`src/rtl/multicycle_main_control_if.sv`:
```
// Control-to-datapath bundle for the multicycle CPU main controller.
// The controller takes the master side. The datapath, or a bench standing in for it, takes the slave side.
interface multicycle_main_control_if;
    logic [5:0] opcode;
    logic       zero;
    logic       mem_ready;
    logic       pc_en;
    logic       iord;
    logic       mem_read;
    logic       mem_write;
    logic       ir_write;
    logic       reg_dst;
    logic       mem_to_reg;
    logic       reg_write;
    logic       alu_src_a;
    logic [1:0] alu_src_b;
    logic [1:0] pc_src;
    logic [2:0] alu_op;
    logic       illegal;
    logic [3:0] state;

    modport master (
        input  opcode, zero, mem_ready,
        output pc_en, iord, mem_read, mem_write, ir_write, reg_dst, mem_to_reg,
               reg_write, alu_src_a, alu_src_b, pc_src, alu_op, illegal, state
    );

    modport slave (
        output opcode, zero, mem_ready,
        input  pc_en, iord, mem_read, mem_write, ir_write, reg_dst, mem_to_reg,
               reg_write, alu_src_a, alu_src_b, pc_src, alu_op, illegal, state
    );
endinterface

```
`src/rtl/multicycle_main_control.sv`:
```
// Main control FSM of the multicycle CPU. It steps fetch/decode/execute/memory/writeback
// and produces the datapath enables and mux selects.
module multicycle_main_control #(
    parameter logic [2:0] ALUOP_ADD = 3'b010,
    parameter logic [2:0] ALUOP_SUB = 3'b110
) (
    input  logic                      clk,
    input  logic                      reset,
    multicycle_main_control_if.master bus
);
    // The ALU control decoder hard-codes this value as "decode funct".
    localparam logic [2:0] ALUOP_RTYPE = 3'b111;

    localparam logic [5:0] OP_RTYPE = 6'b000000;
    localparam logic [5:0] OP_LW    = 6'b100011;
    localparam logic [5:0] OP_SW    = 6'b101011;
    localparam logic [5:0] OP_BEQ   = 6'b000100;
    localparam logic [5:0] OP_ADDI  = 6'b001000;
    localparam logic [5:0] OP_J     = 6'b000010;

    typedef enum logic [3:0] {
        S_FETCH  = 4'd0,
        S_DECODE = 4'd1,
        S_MEMADR = 4'd2,
        S_MEMRD  = 4'd3,
        S_MEMWB  = 4'd4,
        S_MEMWR  = 4'd5,
        S_EXEC   = 4'd6,
        S_ALUWB  = 4'd7,
        S_BRANCH = 4'd8,
        S_ADDIEX = 4'd9,
        S_ADDIWB = 4'd10,
        S_JUMP   = 4'd11
    } state_e;

    state_e state_q, state_d;
    // The opcode is only valid in DECODE, so MEMADR needs the lw/sw choice remembered.
    logic   is_store_q, is_store_d;

    logic       pc_en, iord, mem_read, mem_write, ir_write;
    logic       reg_dst, mem_to_reg, reg_write, alu_src_a, illegal;
    logic [1:0] alu_src_b, pc_src;
    logic [2:0] alu_op;

    function automatic logic known_opcode(input logic [5:0] op);
        return (op == OP_RTYPE) || (op == OP_LW) || (op == OP_SW) ||
               (op == OP_BEQ)   || (op == OP_ADDI) || (op == OP_J);
    endfunction

    // NOTE: sequential state uses non-blocking assignments so every flop samples its pre-edge value.
    always_ff @(posedge clk) begin
        if (reset) begin
            state_q    <= S_FETCH;
            is_store_q <= 1'b0;
        end else begin
            state_q    <= state_d;
            is_store_q <= is_store_d;
        end
    end

    // NOTE: every combinational output gets a default first, so no path can infer a latch.
    always_comb begin
        state_d    = state_q;
        is_store_d = is_store_q;
        case (state_q)
            S_FETCH: begin
                if (bus.mem_ready) state_d = S_DECODE;
            end
            S_DECODE: begin
                is_store_d = (bus.opcode == OP_SW);
                case (bus.opcode)
                    OP_LW, OP_SW: state_d = S_MEMADR;
                    OP_RTYPE:     state_d = S_EXEC;
                    OP_BEQ:       state_d = S_BRANCH;
                    OP_ADDI:      state_d = S_ADDIEX;
                    OP_J:         state_d = S_JUMP;
                    default:      state_d = S_FETCH;
                endcase
            end
            S_MEMADR: state_d = is_store_q ? S_MEMWR : S_MEMRD;
            S_MEMRD: begin
                if (bus.mem_ready) state_d = S_MEMWB;
            end
            S_MEMWR: begin
                if (bus.mem_ready) state_d = S_FETCH;
            end
            S_EXEC:   state_d = S_ALUWB;
            S_ADDIEX: state_d = S_ADDIWB;
            S_MEMWB, S_ALUWB, S_BRANCH, S_ADDIWB, S_JUMP: state_d = S_FETCH;
            default:  state_d = S_FETCH;
        endcase
    end

    // Outputs are gated by reset so an instruction that reset interrupts cannot write anything.
    always_comb begin
        pc_en      = 1'b0;
        iord       = 1'b0;
        mem_read   = 1'b0;
        mem_write  = 1'b0;
        ir_write   = 1'b0;
        reg_dst    = 1'b0;
        mem_to_reg = 1'b0;
        reg_write  = 1'b0;
        alu_src_a  = 1'b0;
        alu_src_b  = 2'b00;
        pc_src     = 2'b00;
        alu_op     = ALUOP_ADD;
        illegal    = 1'b0;
        if (!reset) begin
            case (state_q)
                S_FETCH: begin
                    mem_read  = 1'b1;
                    alu_src_b = 2'b01;
                    ir_write  = bus.mem_ready;
                    pc_en     = bus.mem_ready;
                end
                S_DECODE: begin
                    alu_src_b = 2'b11;
                    illegal   = !known_opcode(bus.opcode);
                end
                S_MEMADR: begin
                    alu_src_a = 1'b1;
                    alu_src_b = 2'b10;
                end
                S_MEMRD: begin
                    iord     = 1'b1;
                    mem_read = 1'b1;
                end
                S_MEMWB: begin
                    mem_to_reg = 1'b1;
                    reg_write  = 1'b1;
                end
                S_MEMWR: begin
                    iord      = 1'b1;
                    mem_write = 1'b1;
                end
                S_EXEC: begin
                    alu_src_a = 1'b1;
                    alu_op    = ALUOP_RTYPE;
                end
                S_ALUWB: begin
                    reg_dst   = 1'b1;
                    reg_write = 1'b1;
                end
                S_BRANCH: begin
                    alu_src_a = 1'b1;
                    alu_op    = ALUOP_SUB;
                    pc_src    = 2'b01;
                    pc_en     = bus.zero;
                end
                S_ADDIEX: begin
                    alu_src_a = 1'b1;
                    alu_src_b = 2'b10;
                end
                S_ADDIWB: reg_write = 1'b1;
                S_JUMP: begin
                    pc_src = 2'b10;
                    pc_en  = 1'b1;
                end
                default: ;
            endcase
        end
    end

    assign bus.pc_en      = pc_en;
    assign bus.iord       = iord;
    assign bus.mem_read   = mem_read;
    assign bus.mem_write  = mem_write;
    assign bus.ir_write   = ir_write;
    assign bus.reg_dst    = reg_dst;
    assign bus.mem_to_reg = mem_to_reg;
    assign bus.reg_write  = reg_write;
    assign bus.alu_src_a  = alu_src_a;
    assign bus.alu_src_b  = alu_src_b;
    assign bus.pc_src     = pc_src;
    assign bus.alu_op     = alu_op;
    assign bus.illegal    = illegal;
    assign bus.state      = state_q;
endmodule

```
`src/flat_wrapper.sv`:
```
// flat-port wrapper written by rule: the top's interface ports become plain ports
module multicycle_main_control_flat 
#(
    parameter logic [2:0] ALUOP_ADD = 3'b010,
    parameter logic [2:0] ALUOP_SUB = 3'b110
)
  (clk, reset, bus_opcode, bus_zero, bus_mem_ready, bus_pc_en, bus_iord, bus_mem_read, bus_mem_write, bus_ir_write, bus_reg_dst, bus_mem_to_reg, bus_reg_write, bus_alu_src_a, bus_alu_src_b, bus_pc_src, bus_alu_op, bus_illegal, bus_state);
  multicycle_main_control_if bus_i ();
  input  logic clk;
  input  logic reset;
  input wire logic [$bits(bus_i.opcode)-1:0] bus_opcode;
  input wire logic [$bits(bus_i.zero)-1:0] bus_zero;
  input wire logic [$bits(bus_i.mem_ready)-1:0] bus_mem_ready;
  output wire logic [$bits(bus_i.pc_en)-1:0] bus_pc_en;
  output wire logic [$bits(bus_i.iord)-1:0] bus_iord;
  output wire logic [$bits(bus_i.mem_read)-1:0] bus_mem_read;
  output wire logic [$bits(bus_i.mem_write)-1:0] bus_mem_write;
  output wire logic [$bits(bus_i.ir_write)-1:0] bus_ir_write;
  output wire logic [$bits(bus_i.reg_dst)-1:0] bus_reg_dst;
  output wire logic [$bits(bus_i.mem_to_reg)-1:0] bus_mem_to_reg;
  output wire logic [$bits(bus_i.reg_write)-1:0] bus_reg_write;
  output wire logic [$bits(bus_i.alu_src_a)-1:0] bus_alu_src_a;
  output wire logic [$bits(bus_i.alu_src_b)-1:0] bus_alu_src_b;
  output wire logic [$bits(bus_i.pc_src)-1:0] bus_pc_src;
  output wire logic [$bits(bus_i.alu_op)-1:0] bus_alu_op;
  output wire logic [$bits(bus_i.illegal)-1:0] bus_illegal;
  output wire logic [$bits(bus_i.state)-1:0] bus_state;
  assign bus_i.opcode = bus_opcode;
  assign bus_i.zero = bus_zero;
  assign bus_i.mem_ready = bus_mem_ready;
  assign bus_pc_en = bus_i.pc_en;
  assign bus_iord = bus_i.iord;
  assign bus_mem_read = bus_i.mem_read;
  assign bus_mem_write = bus_i.mem_write;
  assign bus_ir_write = bus_i.ir_write;
  assign bus_reg_dst = bus_i.reg_dst;
  assign bus_mem_to_reg = bus_i.mem_to_reg;
  assign bus_reg_write = bus_i.reg_write;
  assign bus_alu_src_a = bus_i.alu_src_a;
  assign bus_alu_src_b = bus_i.alu_src_b;
  assign bus_pc_src = bus_i.pc_src;
  assign bus_alu_op = bus_i.alu_op;
  assign bus_illegal = bus_i.illegal;
  assign bus_state = bus_i.state;
  multicycle_main_control #(.ALUOP_ADD(ALUOP_ADD), .ALUOP_SUB(ALUOP_SUB)) u_core (.clk(clk), .reset(reset), .bus(bus_i));
endmodule
```
`config.mk`:
```
export PLATFORM = sky130hd
export DESIGN_NAME = multicycle_main_control_flat
export DESIGN_NICKNAME = d
export VERILOG_FILES = /design/src/rtl/multicycle_main_control_if.sv /design/src/rtl/multicycle_main_control.sv /design/src/flat_wrapper.sv
export SDC_FILE = /design/constraint.sdc
export NUM_CORES = 1
export LEC_CHECK = 0
export CORE_UTILIZATION = 35
export CTS_CLUSTER_SIZE = 10
export DETAILED_ROUTE_END_ITERATION = 8
export PLACE_DENSITY_LB_ADDON = 0.1
export SLEW_MARGIN = 20
export SYNTH_ARGS = -nofsm -noshare
export SYNTH_HDL_FRONTEND = slang
export SYNTH_SLANG_ARGS = --single-unit
```
`constraint.sdc`:
```
create_clock -name clk -period 3.95 [get_ports clk]
set_clock_uncertainty 0.05 [all_clocks]
set_input_delay 1.185 -clock clk [delete_from_list [all_inputs] [get_ports clk]]
set_output_delay 1.185 -clock clk [all_outputs]
set_load 0.03 [all_outputs]
```
==> results of run 1 <==
[what timing repair did]
action | 4_1_cts | 5_1_grt
endpoints found under the setup margin | 0 | 1
endpoints found under the hold margin | 0 | 0
resized for setup | 0 | 3
[kinds of logic (layout without fill, tap and decap cells)]
kind of cell,count (synthesis),after routing,share of synthesized area
and+or+nand+nor,53,53,0.496
xor gates and xnor gates,3,3,0.0401
other,1,1,0.00572
buffers and inverters,10,42,0.0649
DFF,5,5,0.153
AOI/OAI and AO/OA,24,24,0.240
[state kept, by name (all words and copies together), names as in the netlist]
name / flops
u_core.is_store_q: 1
u_core.bus.state: 4
[per-stage QoR]
stage	instances	hold WS, ns	setup slack (ns)
global route	153	0.520	0.0161
CTS	153	0.464	0.0413
detailed placement	149	0.458	0.0455
floorplan	96	0.409	0.0479
finish	153	0.475	0.0915
global placement	149	0.444	0.0753
[worst min path at each step]
| stage | startpoint | to | slack [ns] |
|---|---|---|---|
| after detailed placement | u_core.is_store_q | u_core.is_store_q | 0.46 |
| final | u_core.is_store_q | u_core.is_store_q | 0.47 |
| after global placement | u_core.is_store_q | u_core.is_store_q | 0.44 |
| after CTS | u_core.is_store_q | u_core.is_store_q | 0.46 |
| after global routing | u_core.is_store_q | u_core.is_store_q | 0.52 |
| after floorplan | u_core.is_store_q | u_core.is_store_q | 0.41 |
[routing by layer]
layer / vias to the layer above / GRT usage / wire length [um]
met2: 33 / 0.293 / 921
met4: 0 / 0.0606 / 22
met1: 379 / 0.298 / 897
li1: 414 / - / -
met3: 2 / 0.0320 / 111
met5: - / 0 / 0
[where the power goes]
group          switching (mW)  internal, mW
clock                  0.0200        0.0381
combinational          0.0419        0.0345
sequential            0.00146        0.0519
total                  0.0633         0.125
[final cells by class]
class,count,area [um2]
Clock buffer,4,26.3
Timing Repair Buffer,38,328
Multi-Input combinational cell,81,524
Tap cell,25,31.3
Fill cell,184,736
Sequential cell,5,100
[Yosys cell counts (2+ instances only)]
cell      count  area (um2)
nor4_1        4        25.0
a21o_1        2        15.0
nor2_1        8        30.0
o21ai_1       2        10.0
or2_1         2        12.5
nor2b_1       2        12.5
and3_1        2        12.5
a211oi_1      2        15.0
nand2_1       5        18.8
dfxtp_1       5         100
and2_1        2        12.5
o21ai_0       3        15.0
xor2_1        2        17.5
nand2b_1      9        56.3
a21oi_1       8        40.0
clkbuf_1      8        30.0
nor3_1        7        35.0
nor3b_1       2        15.0
nand3_1       2        10.0
[worst max-delay path: cells and delay by family]
kind	cells	cell delay, ns
AND/OR/NAND/NOR	3	0.81
buffers and inverters	2	0.64
==> results.tsv, run 1 <==
metric	value	unit
status	completed	
GRT Util Overall	0.201	
post-layout util	0.578	
CTS buffer count	3	
fin. max-slew vios	0	
final count of negative-setup-slack endpoints	0	
clock slew at the register clock pins of the worst setup and hold paths	0.04	ns
gp weighted congestion	0.792	
Req. time, crit path	2.71	ns
PortBufs	29	
Ys Warns	0	
CTS tree	done	
Avg WL per Cell	12.8	um
max-cap viol count	0	
Critical Path Sink	bus_illegal	
Initial Util	0.376	
DRC Markers	0	
H-tree depth	1	
R2R depth	5	
vias	828	
Die H	45.3	um
nets	139	
first-pass detailed-route iteration total	4	
placed instance area	976	um2
I/O Pins	31	
R2R setup slack	1.97	ns
Die W	45.3	um
CP Cell Sequence	clkdlybuf4s50_1 -> or3_1 -> nor4_1 -> nor4_2 -> buf_4	
CP peak stage delay	0.46	ns
Slew headroom	0.608	
DRT iter0 DRCs	9	
drt via density	5.41	
worst hold stages	2	
Clock Latency Late Sink	0.24	ns
post-layout minimum cycle time	3.86	ns
setup_tns	0	ns
Crit. End Element	primary output	
LEAKAGE	0.431	nW
Seq cells post-synth	5	
grt total ovfl	0	
Critical Path Start	bus_opcode[0]	
Core Rows	15	
fin crit share	0.977	
share of layout cells above drive strength 1	0.250	
Post-DRT Antenna Nets	0	
Seq/Total Area, Yosys	0.153	
most frequent cells in the layout	buf_4 (24), clkdlybuf4s50_1 (11), nand2b_1 (9)	
Main synth FF type	dfxtp_1	
Max FO, Critical Path	4	
Worst Hold Class	register to register	
CORE AREA	0.00175	mm2
Antenna diodes	0	
Max Fclk	259	MHz
Post-Route WL	1950	um
die area	0.00205	mm2
asr flop ratio synth	0	
# Post-CTS Setup Buffers	0	
most common cell after layout, fill and taps aside	buf_4	
Mean Syn Cell Area	6.83	um2
crit start category	primary input	
Post-synth EDFFs	0	
post-synthesis cell count	96	
vias in the first global route	652	
Detail Placement HPWL	1430	um
largest net degree at the start of global routing	22	
Synth cell types	38	
reg2reg end	u_core.bus.state[0]	
CTS max path bufs	2	
P&R area growth vs syn	54.0	%
RSZ-0062 raised after global routing	false	
slowest CP cell	clkdlybuf4s50_1	
P per Cell Area	186	mW/mm2
hold_buf cts	0	
Peak VDD IR	97.9	uV
synthesized net count	106	
CTS sink count	5	
root buffer cell	clkbuf_4	
worst slew pin tran	0.587	ns
initial antenna violation count	0	
first-pass GRT wire length	3040	um
crit path DAT	2.62	ns
total power after layout	0.188	mW
Post-Syn Area	656	um2
Worst R2R Start	u_core.bus.state[3]	
design area	0.00101	mm2
final number of hold-violating endpoints	0	
critical path class	primary input to primary output	
(Power assumes the default switching activity.)
==> run 2: changes to the inputs <==
Settings changed: DONT_BUFFER_PORTS set to 1.
==> run 2 against run 1 <==
Net effect: setup slack gained 0.41 ns; first-iteration DRC count rose by 110%; worst hold slack got worse by 0.037 ns; wire length decreased by 11%; clock power rose by 3%; critical path type unchanged; highest routed layer is now met3.
==> results.tsv, run 2 (synthesis results as in run 1) <==
metric	value	unit
final hold slack	0.437	ns
initial antenna violation count	0	
final count of negative-setup-slack endpoints	0	
CORE AREA	0.00175	mm2
LEAKAGE	0.294	nW
design area	779	um2
slowest CP cell	or3_1	
Req. time, crit path	2.71	ns
final std cells w/o fill	128	
fillers	198	
drt via density	5.56	
worst hold stages	2	
Avg WL per Cell	13.6	um
Worst R2R Start	u_core.bus.state[3]	
worst hold start	u_core.is_store_q	
Die H	45.3	um
CTS sink count	5	
CP Cell Sequence	or3_1 -> nor4_1 -> nor4_2 -> buf_4	
clock slew at the register clock pins of the worst setup and hold paths	0.04	ns
CP peak stage delay	0.38	ns
# Post-CTS Setup Buffers	0	
grt total ovfl	0	
CTS tree	done	
Placement Setup Slack	0.510	ns
Hold Path Sink	u_core.is_store_q	
Max Fclk	290	MHz
Detail Placement HPWL	1290	um
H-tree depth	1	
RSZ-0062 raised after global routing	false	
max-cap viol count	0	
critical path class	primary input to primary output	
largest net degree at the start of global routing	24	
area occupied by multi-input gates	524	um2
FF/Latch Area	100	um2
post-layout minimum cycle time	3.45	ns
Post-DRT Antenna Nets	0	
Peak VDD IR	177	uV
DRT iter0 DRCs	19	
CTS buffer count	3	
Max FO, Critical Path	4	
crit path DAT	2.21	ns
R2R depth	4	
gp weighted congestion	0.739	
status	completed	
crit start category	primary input	
hold_buf cts	0	
Antenna diodes	0	
die area	0.00205	mm2
Die W	45.3	um
total power after layout	0.168	mW
placed instance area	753	um2
critical path's top delay family	simple AND/OR/NAND/NOR gates	
first-pass detailed-route iteration total	4	
fin. max-slew vios	0	
PortBufs	0	
post-layout util	0.447	
setup_tns	0	ns
I/O Pins	31	
placed cells	124	
Post-Route WL	1750	um
R2R setup slack	1.80	ns
Slew headroom	0.316	
Worst Hold Class	register to register	
Largest register FFs	4	
CTS max path bufs	2	
crit path buf inv count	1	
Crit. End Element	primary output	
final number of hold-violating endpoints	0	
vias	712	
Clock Latency Late Sink	0.24	ns
P&R area growth vs syn	18.9	%
most frequent cells in the layout	buf_4 (13), nand2b_1 (9), nor2_1 (8), a21oi_1 (8), nor3_1 (6)	
most common cell after layout, fill and taps aside	buf_4	
Core Rows	15	
Post-CTS Resized	0	
reg2reg end	u_core.bus.state[0]	
share of layout cells above drive strength 1	0.204	
GRT Util Overall	0.184	
DRC Markers	0	
vias in the first global route	648	
worst slew pin tran	1.02	ns
first-pass GRT wire length	2820	um
root buffer cell	clkbuf_4	
fin crit share	0.872	
P per Cell Area	216	mW/mm2
Initial Util	0.376	
nets	114	
final worst setup slack	0.504	ns
[run 2: worst max path at each step]
stage                     slack (ns)      endpoint          start  depth (start not counted)
after global placement          0.55  bus_ir_write          reset                          4
after global routing            0.42   bus_illegal  bus_opcode[0]                          4
after floorplan                 0.05   bus_illegal          reset                          5
after CTS                       0.50   bus_illegal  bus_opcode[0]                          4
final                           0.50   bus_illegal  bus_opcode[0]                          4
after detailed placement        0.51   bus_illegal  bus_opcode[0]                          4
[run 2: layout make-up]
class / count / share of cell area
well taps: 25 / 0.0401
flip-flops and latches: 5 / 0.128
repair buffers: 13 / 0.125
clock buffers: 4 / 0.0337
multi-input cells: 81 / 0.673
[run 2: worst reg2reg max path: stages (launching register included)]
cell and delay [ns]:
dfxtp_1 0.64, nor4b_4 0.48, nand2_1 0.12, or4_4 0.50
a221oi_2 0.27
[run 2: routing by layer]
metal,GRT usage,part of all wire
met5,0,0
met3,0.0680,0.074
met1,0.250,0.48
met2,0.296,0.44
met4,0,0
[run 2: where the power goes]
group | switching, mW | leakage [nW] | internal, mW | total [mW]
Combinational | 0.0296 | 0.239 | 0.0218 | 0.0513
Sequential | 0.00495 | 0.0406 | 0.0519 | 0.0569
Clock | 0.0216 | 0.0150 | 0.0382 | 0.0598
Total | 0.0561 | 0.294 | 0.112 | 0.168
==> run 3: changes to the inputs <==
Settings changed: DONT_BUFFER_PORTS 1 to not set, SLEW_MARGIN 20 to 0.
==> results of run 3 <==
Same layout as run 1: the final DEF is identical, and so are final timing and power.
